===== src/rtl/div_pkg.sv =====
// Shared definitions for the sequential restoring divider.
package div_pkg;

   localparam int unsigned DIV_WIDTH_DEFAULT = 16;

   typedef enum logic [1:0] {
      StIdle = 2'd0,
      StRun  = 2'd1,
      StDone = 2'd2
   } div_state_e;

endpackage


===== src/rtl/div_sub_stage.sv =====
// One restoring-division step: trial subtract of the divisor from the shifted
// partial remainder, keeping the difference only when it does not borrow.
module div_sub_stage #(
   parameter int unsigned WIDTH = 16
) (
   input  logic [WIDTH-1:0] p,
   input  logic             din,
   input  logic [WIDTH-1:0] divisor,
   output logic [WIDTH-1:0] p_next,
   output logic             q_bit
);

   logic [WIDTH:0]   trial;
   logic [WIDTH+1:0] diff;

   // The extra top bit of diff is the borrow of the WIDTH+1-bit subtraction.
   assign trial  = {p, din};
   assign diff   = {1'b0, trial} - {2'b00, divisor};
   assign q_bit  = ~diff[WIDTH+1];
   // Either choice is below the divisor here, so it always fits in WIDTH bits.
   assign p_next = WIDTH'(q_bit ? diff[WIDTH:0] : trial);

endmodule


===== src/rtl/seq_divider.sv =====
// Sequential unsigned restoring divider producing one quotient bit per cycle,
// MSB first, with a one-cycle done pulse and divide-by-zero flag.
module seq_divider
   import div_pkg::*;
#(
   parameter int unsigned WIDTH = DIV_WIDTH_DEFAULT
) (
   input  logic             clock,
   input  logic             reset_n,
   input  logic             start,
   input  logic [WIDTH-1:0] dividend,
   input  logic [WIDTH-1:0] divisor,
   output logic             ready,
   output logic             busy,
   output logic             done,
   output logic [WIDTH-1:0] quotient,
   output logic [WIDTH-1:0] remainder,
   output logic             div_by_zero
);

   localparam int unsigned      CNT_W    = (WIDTH > 1) ? $clog2(WIDTH) : 1;
   localparam logic [CNT_W-1:0] CNT_LAST = CNT_W'(WIDTH - 1);

   div_state_e       state_q, state_d;
   logic [CNT_W-1:0] cnt_q;
   logic [WIDTH-1:0] p_q, q_q, dvs_q, p_next;
   logic             q_bit, dbz_q, accept;

   assign accept = ready & start;

   // q_q holds the unconsumed dividend bits at the top and collects quotient
   // bits at the bottom, so after WIDTH shifts it holds only the quotient.
   div_sub_stage #(
      .WIDTH(WIDTH)
   ) u_stage (
      .p      (p_q),
      .din    (q_q[WIDTH-1]),
      .divisor(dvs_q),
      .p_next (p_next),
      .q_bit  (q_bit)
   );

   always_ff @(posedge clock or negedge reset_n) begin
      if (!reset_n) begin
         state_q <= StIdle;
      end else begin
         state_q <= state_d;
      end
   end

   always_comb begin
      state_d = state_q;
      unique case (state_q)
         StIdle, StDone: begin
            if (start) begin
               state_d = (divisor == '0) ? StDone : StRun;
            end else begin
               state_d = StIdle;
            end
         end
         StRun: begin
            if (cnt_q == CNT_LAST) begin
               state_d = StDone;
            end
         end
         default: state_d = StIdle;
      endcase
   end

   always_comb begin
      ready = 1'b0;
      busy  = 1'b0;
      done  = 1'b0;
      unique case (state_q)
         StIdle:  ready = 1'b1;
         StRun:   busy  = 1'b1;
         StDone: begin
            ready = 1'b1;
            done  = 1'b1;
         end
         default: ready = 1'b0;
      endcase
   end

   always_ff @(posedge clock or negedge reset_n) begin
      if (!reset_n) begin
         cnt_q <= '0;
         p_q   <= '0;
         q_q   <= '0;
         dvs_q <= '0;
         dbz_q <= 1'b0;
      end else if (accept) begin
         cnt_q <= '0;
         dvs_q <= divisor;
         if (divisor == '0) begin
            q_q   <= '1;
            p_q   <= dividend;
            dbz_q <= 1'b1;
         end else begin
            q_q   <= dividend;
            p_q   <= '0;
            dbz_q <= 1'b0;
         end
      end else if (state_q == StRun) begin
         q_q <= {q_q[WIDTH-2:0], q_bit};
         p_q <= p_next;
         if (cnt_q != CNT_LAST) begin
            cnt_q <= cnt_q + 1'b1;
         end
      end
   end

   assign quotient    = q_q;
   assign remainder   = p_q;
   assign div_by_zero = dbz_q;

endmodule


===== config.mk =====
export PLATFORM = sky130hd
export DESIGN_NAME = seq_divider
export DESIGN_NICKNAME = d
export VERILOG_FILES = /design/src/rtl/div_pkg.sv /design/src/rtl/div_sub_stage.sv /design/src/rtl/seq_divider.sv
export SDC_FILE = /design/constraint.sdc
export NUM_CORES = 1
export LEC_CHECK = 0
export ABC_CLOCK_PERIOD_IN_PS = 4400
export CAP_MARGIN = 15
export CORE_MARGIN = 4
export CORE_UTILIZATION = 55
export DETAILED_ROUTE_END_ITERATION = 16
export PLACE_DENSITY = 0.83
export SYNTH_ARGS = -nofsm -noshare
export SYNTH_HDL_FRONTEND = slang
export SYNTH_HIERARCHICAL = 1
export SYNTH_SLANG_ARGS = --single-unit

===== constraint.sdc =====
create_clock -name clock -period 4.4 [get_ports clock]
set_clock_uncertainty 0.2 [all_clocks]
set_input_delay 0.88 -clock clock [delete_from_list [all_inputs] [get_ports clock]]
set_output_delay 0.88 -clock clock [all_outputs]
set_load 0.1 [all_outputs]

; Word level (Yosys, flattened, before mapping)
; Cells that the tools add are included.
[op_classes]
n_bitwise = 2
n_eq_ne = 5
n_reduce_logical = 6
addsub = 2
n_mul = 0
shift = 0
n_div = 0
mux = 18
magnitude_cmp = 0
[ops]
columns = op, count
row1 = 16-bit 2-to-1 mux, 7
row2 = 17-bit by 16-bit subtractor with 18-bit output, 1
row3 = 16-bit logical NOT, 1
row4 = 4-bit 2-to-1 mux, 3
row5 = 2-bit 2-to-1 mux, 3
row6 = 4-bit by 1-bit adder with 4-bit output (second input constant), 1
row7 = 4-bit == test (second input constant), 1
row8 = 1-bit 2-to-1 mux, 4
row9 = 4-bit != test (second input constant), 1
row10 = 2-bit case mux with 2 select lines, 1
row11 = 2-bit nonzero test, 2
row12 = 2-bit by 1-bit == test with 1-bit output (second input constant), 1
row13 = 2-bit == test (second input constant), 1
row14 = 2-bit logical NOT, 1
row15 = 2-bit != test (second input constant), 1
row16 = 2-bit AND reduction, 1
row17 = 2-bit OR reduction, 1
row18 = 1-bit AND, 1
row19 = 1-bit inverter, 1
[word_totals]
register_bits = 55
n_memories = 0
in_bits = 35
output_inout_bits = 36
latchBits = 0
ram_bits = 0
rom_bits = 0

; Depth between registers and ports, before layout
; Gate-level depths: netlist (run 1).
[depth]
depth_word = 6
depth_mapped = 13
mapped_depth_nobuf = 13

; By module
; The synthesis (run 1) kept the hierarchy.
[by_module_without_submodules]
columns = module, area_per_inst_um2, n_inst, cells_per_inst, seq_area_each_um2
row1 = seq_divider, 2514.9, 1, 251, 1376.3
row2 = div_sub_stage, 1162.4, 1, 157, 0.0

; Worst setup path after synthesis (run 1)
; OpenSTA, ideal clock, no wires.
[synth_path]
kind = flip-flop to flip-flop
from = register p_q[0] (netlist: remainder[0])
to = register p_q[12] (netlist: remainder[12])
path_stages_with_launch = 12
setup_time_ps = 126
period_less_slack_ps = 3513
t_required_ps = 4074
t_arrival_ps = 3187
setup_slack_ps = 887
path_cell_list = dfrtp_1 -> ha_1 -> nor2b_1 -> o31a_1 -> o31a_4 -> a21oi_4 -> o31ai_4 -> buf_8 -> mux2_4 -> and3b_1 -> a31oi_1 -> o21ai_1
[synth_between]
elab_chain_cells = 4
[synth_lines]
columns = item, line_no
row1 = start: declaration, seq_divider.sv:26  ; logic [WIDTH-1:0] p_q, q_q, dvs_q, p_next;
row2 = start signal: assignment, seq_divider.sv:97  ; p_q <= dividend;
row3 = start signal: assignment, seq_divider.sv:106  ; p_q <= p_next;
row4 = 17-bit by 16-bit subtractor with 18-bit output, div_sub_stage.sv:18  ; assign diff = {1'b0, trial} - {2'b00, divisor};
row5 = 16-bit 2-to-1 mux, div_sub_stage.sv:21  ; assign p_next = WIDTH'(q_bit ? diff[WIDTH:0] : trial);
row6 = via p_next[12], seq_divider.sv:26
row7 = 16-bit 2-to-1 mux, seq_divider.sv:104  ; end else if (state_q == StRun) begin
row8 = 16-bit 2-to-1 mux, seq_divider.sv:92  ; end else if (accept) begin
; The timed path passes the listed nets, and every way through them passes these cells. The select of a mux whose other input is x is not followed.
; A chain may end at the register's enable or synchronous reset.

; Worst setup path after layout (run 1)
[layout_path]
from = register q_q[15] (netlist: quotient[15])
to = register p_q[12] (netlist: remainder[12])
[layout_between]
elab_chain_cells = 4
[layout_lines]
columns = item, line_no
row1 = start: declaration, seq_divider.sv:26
row2 = start signal: assignment, seq_divider.sv:100  ; q_q <= dividend;
row3 = start signal: assignment, seq_divider.sv:105  ; q_q <= {q_q[WIDTH-2:0], q_bit};
row4 = 17-bit by 16-bit subtractor with 18-bit output, div_sub_stage.sv:18
row5 = 16-bit 2-to-1 mux, div_sub_stage.sv:21
row6 = via p_next[12], seq_divider.sv:26
row7 = 16-bit 2-to-1 mux, seq_divider.sv:104
row8 = 16-bit 2-to-1 mux, seq_divider.sv:92
; The timed path passes the listed nets, and every way through them passes these cells. The select of a mux whose other input is x is not followed.

==> qor.txt, run 1 <==
TIMING
---------------------------------------------------------------------------------
Setup TNS                                                                    0 ns
Crit path time final                                                     3.458 ns
Worst rel slew slack                                                       0.3276
Post-route fraction of the period consumed by the critical path            0.7860
Max-slew violation count                                                        0
Final Hold Fails                                                                0
Worst slew pin tran                                                      1.005 ns
Setup violation total in the final timing report                                0
Achievable frequency                                                    289.2 MHz
Setup repair after global routing missed its margin                         false

CRITICAL PATH
---------------------------------------------------------------------------------
WS Path Type                                                         flip-flop to flip-flop
WP data arrival                                                           3.45 ns
Endpoint of the worst-slack reg-to-reg timing path                   remainder[12]
Required time at the endpoint of the critical path                        4.39 ns
Maximum fanout count along the critical path                                    4
Startpoint type of the worst setup path                                 flip-flop
Critical path endpoint                                               remainder[12]
Crit. End Element                                                       flip-flop
Crit path launch                                                     quotient[15]
Register-to-Register Setup Slack                                          0.94 ns
Reg2Reg Depth                                                                  13
Critical register-to-register path startpoint                        quotient[15]

GRT
---------------------------------------------------------------------------------
Maximum number of pins on one net before global-route repair                   52
All-layer global routing usage                                             0.2506
Congestion Overflow GR                                                          0
Vias in the first global route                                               3345
Global-route wire length before repair                                   16850 µm
Antenna violations before repair                                                0

LAYOUT
---------------------------------------------------------------------------------
Filler cell count in the final layout                                         518
Ratio of cells with drive above 1 in the final layout                     0.09657
Fin cells                                                                     543
Area growth syn-to-layout                                                  21.91%
Diode count                                                                     0
Post-layout utilization of the core                                        0.6980
Post-layout nets                                                              519

CTS
---------------------------------------------------------------------------------
Number of sinks on the clock net                                               55
CTS tree                                                                     done
Hold bufs inserted after CTS                                                    0
Cells resized by post-CTS repair                                                0
H-tree levels                                                                   2
Post-CTS Setup Inserts                                                          0
CTS clk-pin slew, worst paths                                             0.11 ns
Clock latency of the later-clocked register in the worst-skew pair        0.31 ns
Clock root buffer                                                        clkbuf_8
CTS Buf Count                                                                   5
Deepest clock path buffer count                                                 2

DRT
---------------------------------------------------------------------------------
ANT nets after route                                                            0
Number of iterations in the first detailed-routing pass                         7
Detailed Route Iter0 Violations                                               167
Routed wire per std cell                                                 18.21 µm
Routed WL                                                                 9888 µm
Drt drc                                                                         0
Ratio of routed vias to standard cells                                      6.061
Via total after detailed routing                                             3291

SYNTH
---------------------------------------------------------------------------------
Leading area contributor after synthesis                                  dfrtp_1
Sequential cell area fraction in the yosys report                          0.3743
Largest cells by area after synthesis                                dfrtp_1 (37%), nand2_1 (7.7%), ha_1 (5.8%)
Mean area per synthesized cell                                          9.013 µm²
Syn_nets                                                                      461
Synthesis-stage register bit count                                             55
Distinct cell type count of the synthesized netlist                            57
Total number of yosys warnings                                                  6
Post-Synthesis Cell Area                                                 3677 µm²
Number of standard cells after synthesis                                      408
Top cell type's share of synthesized area                                  0.3743

OUTCOME
---------------------------------------------------------------------------------
Outcome                                                              complete, no violations

HOLD PATH
---------------------------------------------------------------------------------
Path class of the lowest-slack min-delay path                        flip-flop to flip-flop
Cell depth of the worst min-delay path                                          2

FLOORPLANNING
---------------------------------------------------------------------------------
Starting density of the core                                               0.5726
Die area                                                                 8058 µm²
Height of the die                                                        89.77 µm
Width of the die                                                         89.77 µm
Standard cell core area                                                  6422 µm²
Number of I/O pins                                                             71
FP Rows                                                                        29

PLACE
---------------------------------------------------------------------------------
HPWL after detailed placement                                             6995 µm
Buffers added on ports                                                         70
Final GP Congestion                                                        0.9071
Number of placed instances, taps included                                     536

FLOW RUN
---------------------------------------------------------------------------------
Max-cap viol count                                                              0

sequential cells by signal, summed over array words and instances (netlist names):
signal and cells:
dvs_q 16, remainder 16, quotient 16, div_by_zero 1, state_q 2, cnt_q 4
cell families after synthesis:
kind of cell	Yosys count	share of synthesized area
AO/OA/AOI/OAI	105	0.2059
flip-flops	55	0.3743
AND/OR/NAND/NOR	157	0.2188
multiplexers	18	0.06056
XOR/XNOR	8	0.01905
buffers and inverters	47	0.05818
adder cells (fa/ha/maj)	18	0.06329
Yosys cell counts, drive strengths merged:
| library cell | count |
|---|---|
| buf | 16 |
| a21o | 5 |
| inv | 23 |
| nand3 | 6 |
| o22ai | 1 |
| o31a | 2 |
| o211a | 1 |
| o311ai | 1 |
| nand4 | 2 |
| a211oi | 4 |
| and2 | 4 |
| ha | 17 |
| and3b | 16 |
| and3 | 1 |
| nor2 | 14 |
| o21a | 5 |
| xor2 | 7 |
| nand2b | 3 |
| mux2 | 13 |
| mux2i | 5 |
| a31oi | 19 |
| dfrtp | 55 |
| o221a | 16 |
| or2b | 1 |
| nand3b | 1 |
| a41o | 1 |
| nor3b | 1 |
| nor2b | 4 |
| nor3 | 5 |
| or3 | 19 |
| nand2 | 75 |
| xnor2 | 1 |
| a21oi | 14 |
| a311oi | 1 |
| o211ai | 1 |
| o21ai | 32 |
| o31ai | 2 |
| nor4 | 4 |
| clkbuf | 8 |
| fa | 1 |
| or3b | 1 |
final cells by class:
type                       count  area (µm²)  area share
clock inverter                 2       37.54    0.008373
timing repair buffer          75       730.7      0.1630
inverter                      23       86.33     0.01926
sequential                    55        1376      0.3070
tap                           77       96.34     0.02149
clock buffer                   5       68.82     0.01535
multi-input combinational    306        2087      0.4655
per-layer routing:
| metal | up-vias | global-route usage | part of all wire |
|---|---|---|---|
| li1 | 1575 | - | - |
| met1 | 1605 | 0.3615 | 0.47 |
| met2 | 104 | 0.4041 | 0.47 |
| met3 | 7 | 0.04424 | 0.055 |
| met4 | 0 | 0.03831 | 0.0048 |
| met5 | - | 0 | 0 |
per-stage QoR:
step                hold slack [ns]  setup slack, ns  area [µm²]
finish                       0.2914           0.9418        4483
global route                 0.3190           0.7327        4483
CTS                          0.2933           0.9649        4483
detailed placement           0.2634           0.9946        4377
global placement             0.2593            1.064        4377
floorplan                    0.2457           0.8873        3677
worst min-delay path by stage:
| stage | end | startpoint |
|---|---|---|
| floorplan | dvs_q[10] | dvs_q[10] |
| global placement | dvs_q[13] | dvs_q[13] |
| detailed placement | dvs_q[15] | dvs_q[15] |
| CTS | dvs_q[15] | dvs_q[15] |
| global route | dvs_q[15] | dvs_q[15] |
| finish | dvs_q[9] | dvs_q[9] |
worst max-delay path, cell delays in order, from the launching register on:
cell and delay, ns:
dfrtp_1 0.41, inv_1 0.10, ha_1 0.20, inv_1 0.07
fa_1 0.45, a211oi_1 0.29, o21ai_0 0.23, a31oi_1 0.38
a21oi_1 0.16, xor2_1 0.18, mux2_4 0.26, and3b_1 0.17
a31oi_1 0.15, o21ai_1 0.08
cells in the final DEF (no fill, tap or decap), types with 13 or more instances in the layout:
| master | Yosys | layout |
|---|---|---|
| inv_1 | 22 | 22 |
| o21ai_1 | 13 | 13 |
| clkdlybuf4s50_1 | 0 | 68 |
| nor2_1 | 13 | 13 |
| and3b_1 | 16 | 16 |
| a31oi_1 | 19 | 19 |
| or3_1 | 19 | 19 |
| o21ai_0 | 19 | 19 |
| dfrtp_1 | 55 | 55 |
| ha_1 | 17 | 17 |
| nand2_1 | 75 | 75 |
Power of run 1 is left out: the tool's default activity adds up to more than one toggle a clock period on the data nets, which glitch-free logic cannot reach.
==> run 2, diff against run 1 <==
- ABC_CLOCK_PERIOD_IN_PS: 4400 -> 2910
- CORE_UTILIZATION: 55 -> 48
- PLACE_DENSITY: 0.83 -> 0.77
- clock period: 4.4 -> 2.91 ns (I/O delays scaled with it)
==> qor.txt, run 2 (same netlist as run 1, synthesis figures left out) <==
GRT
---------------------------------------------------------------------------------
Most crowded layer after global routing                                      met2
Met3 global-route usage                                                   0.03236
Maximum number of pins on one net before global-route repair                   56
All-layer global routing usage                                             0.2403
Vias in the first global route                                               3443
Congestion Overflow GR                                                          0
Met2 capacity usage during global routing                                  0.3891
Global Route met1 Usage                                                    0.3423
Antenna violations before repair                                                0
Global-route wire length before repair                                   17170 µm

FLOORPLANNING
---------------------------------------------------------------------------------
Width of the die                                                         95.53 µm
Standard cell core area                                                  7331 µm²
FP Rows                                                                        31
Starting density of the core                                               0.5016
Height of the die                                                        95.53 µm
Number of I/O pins                                                             71
Die area                                                                 9125 µm²

CRITICAL PATH
---------------------------------------------------------------------------------
WP data arrival                                                           2.91 ns
Required time at the endpoint of the critical path                        2.91 ns
WS Path Type                                                         flip-flop to flip-flop
Maximum fanout count along the critical path                                    3
Startpoint type of the worst setup path                                 flip-flop
Crit. End Element                                                       flip-flop

TIMING
---------------------------------------------------------------------------------
Worst rel slew slack                                                       0.6831
Setup violation total in the final timing report                                2
Post-route fraction of the period consumed by the critical path             1.001
Worst hold slack                                                       0.04418 ns
Final Hold Fails                                                                0
Setup WS post-layout                                                 -0.002437 ns
Achievable frequency                                                    343.4 MHz
Max-slew violation count                                                        0
Setup TNS                                                            -0.002964 ns
Worst slew pin tran                                                     0.4710 ns
Setup repair after global routing missed its margin                          true
Crit path time final                                                     2.912 ns

LAYOUT
---------------------------------------------------------------------------------
Post-layout utilization of the core                                        0.6831
Ratio of cells with drive above 1 in the final layout                      0.3069
Post-layout nets                                                              557
Most used cells in the layout excluding fill and tap cells           nand2_1 (75), buf_4 (72), dfrtp_1 (42)
Area growth syn-to-layout                                                  36.17%
Most common cell after layout, fill and taps aside                        nand2_1
Diode count                                                                     0
Fin cells                                                                     604
Filler cell count in the final layout                                         582

DRT
---------------------------------------------------------------------------------
Drt drc                                                                         0
Number of iterations in the first detailed-routing pass                         4
Routed WL                                                                10760 µm
Detailed Route Iter0 Violations                                               214
Routed wire per std cell                                                 17.81 µm
Ratio of routed vias to standard cells                                      5.780
ANT nets after route                                                            0
Via total after detailed routing                                             3491

PLACE
---------------------------------------------------------------------------------
Buffers added on ports                                                         70
Final GP Congestion                                                        0.8800
HPWL after detailed placement                                             7658 µm
Number of placed instances, taps included                                     582

CTS
---------------------------------------------------------------------------------
CTS tree                                                                     done
Number of sinks on the clock net                                               55
H-tree levels                                                                   2
Hold bufs inserted after CTS                                                    0
Clock latency of the later-clocked register in the worst-skew pair        0.31 ns
Deepest clock path buffer count                                                 2
CTS clk-pin slew, worst paths                                             0.11 ns
CTS Buf Count                                                                   5
Clock root buffer                                                        clkbuf_8

FLOW RUN
---------------------------------------------------------------------------------
Max-cap viol count                                                              0

OUTCOME
---------------------------------------------------------------------------------
Outcome                                                              finished with violations
Failing checks                                                       negative setup slack

HOLD PATH
---------------------------------------------------------------------------------
Path class of the lowest-slack min-delay path                        input pin to async pin

## run 2: cell types whose count changed in the layout (fill, tap and decap cells not counted), moves of 3 or more
cell	before	now
inv_1	22	19
buf_4	6	72
dfrtp_4	0	11
ha_1	17	7
buf_12	0	4
o21ai_0	19	16
clkdlybuf4s50_1	68	33
dfrtp_1	55	42
buf_6	0	3
ha_4	0	10
## run 2: worst paths after layout
path,start,endpoint,slack (ns),cells past startpoint
worst max-delay path,quotient[15],remainder[10],-0.002,13
worst min-delay path,reset_n,quotient[2],0.04,2
worst max register to register,quotient[15],remainder[10],-0.002,13
worst min register to register,dvs_q[6],dvs_q[6],0.29,2
max in group asynchronous,reset_n,remainder[6],2.18,2
min in group clock,dvs_q[6],dvs_q[6],0.29,2
## run 2: through the flow
step                setup WS, ns  area [µm²]
floorplan                -0.1011        3849
global placement         0.04442        4706
CTS                    0.0003511        4848
global route             -0.1427        5007
detailed placement      -0.05222        4706
finish                 -0.002437        5007
## run 2: what timing repair did
item / in CTS / in global routing
setup buffers: 1 / 12
gates resized for setup: 7 / 13
pin swaps: 5 / 7
gates cloned: 0 / 1
endpoints found under the setup margin: 4 / 13
## run 2: area by class of cell
type | count | area (µm²) | area share
clock inverter | 2 | 37.54 | 0.007496
sequential | 55 | 1420 | 0.2836
tap | 99 | 123.9 | 0.02474
multi-input combinational | 306 | 2275 | 0.4543
inverter | 23 | 88.84 | 0.01774
timing repair buffer | 113 | 989.7 | 0.1977
clock buffer | 6 | 72.57 | 0.01449
## run 2: worst max-delay path, cell delays in order (launching register included)
cell and delay (ns):
dfrtp_4 0.50, inv_4 0.07, ha_4 0.12, inv_2 0.03, fa_2 0.34, a211oi_2 0.27, o21ai_2 0.10, a31oi_1 0.22
buf_4 0.17, a311oi_4 0.08, mux2_4 0.27, and3b_1 0.18, a31oi_1 0.15, o21ai_1 0.09
## run 2: metal layers
metal	up-vias	routed length, µm
met5	-	0
li1	1648	-
met1	1738	4792
met2	93	5341
met4	0	138
met3	12	485
Power of run 2 is left out for the same reason.
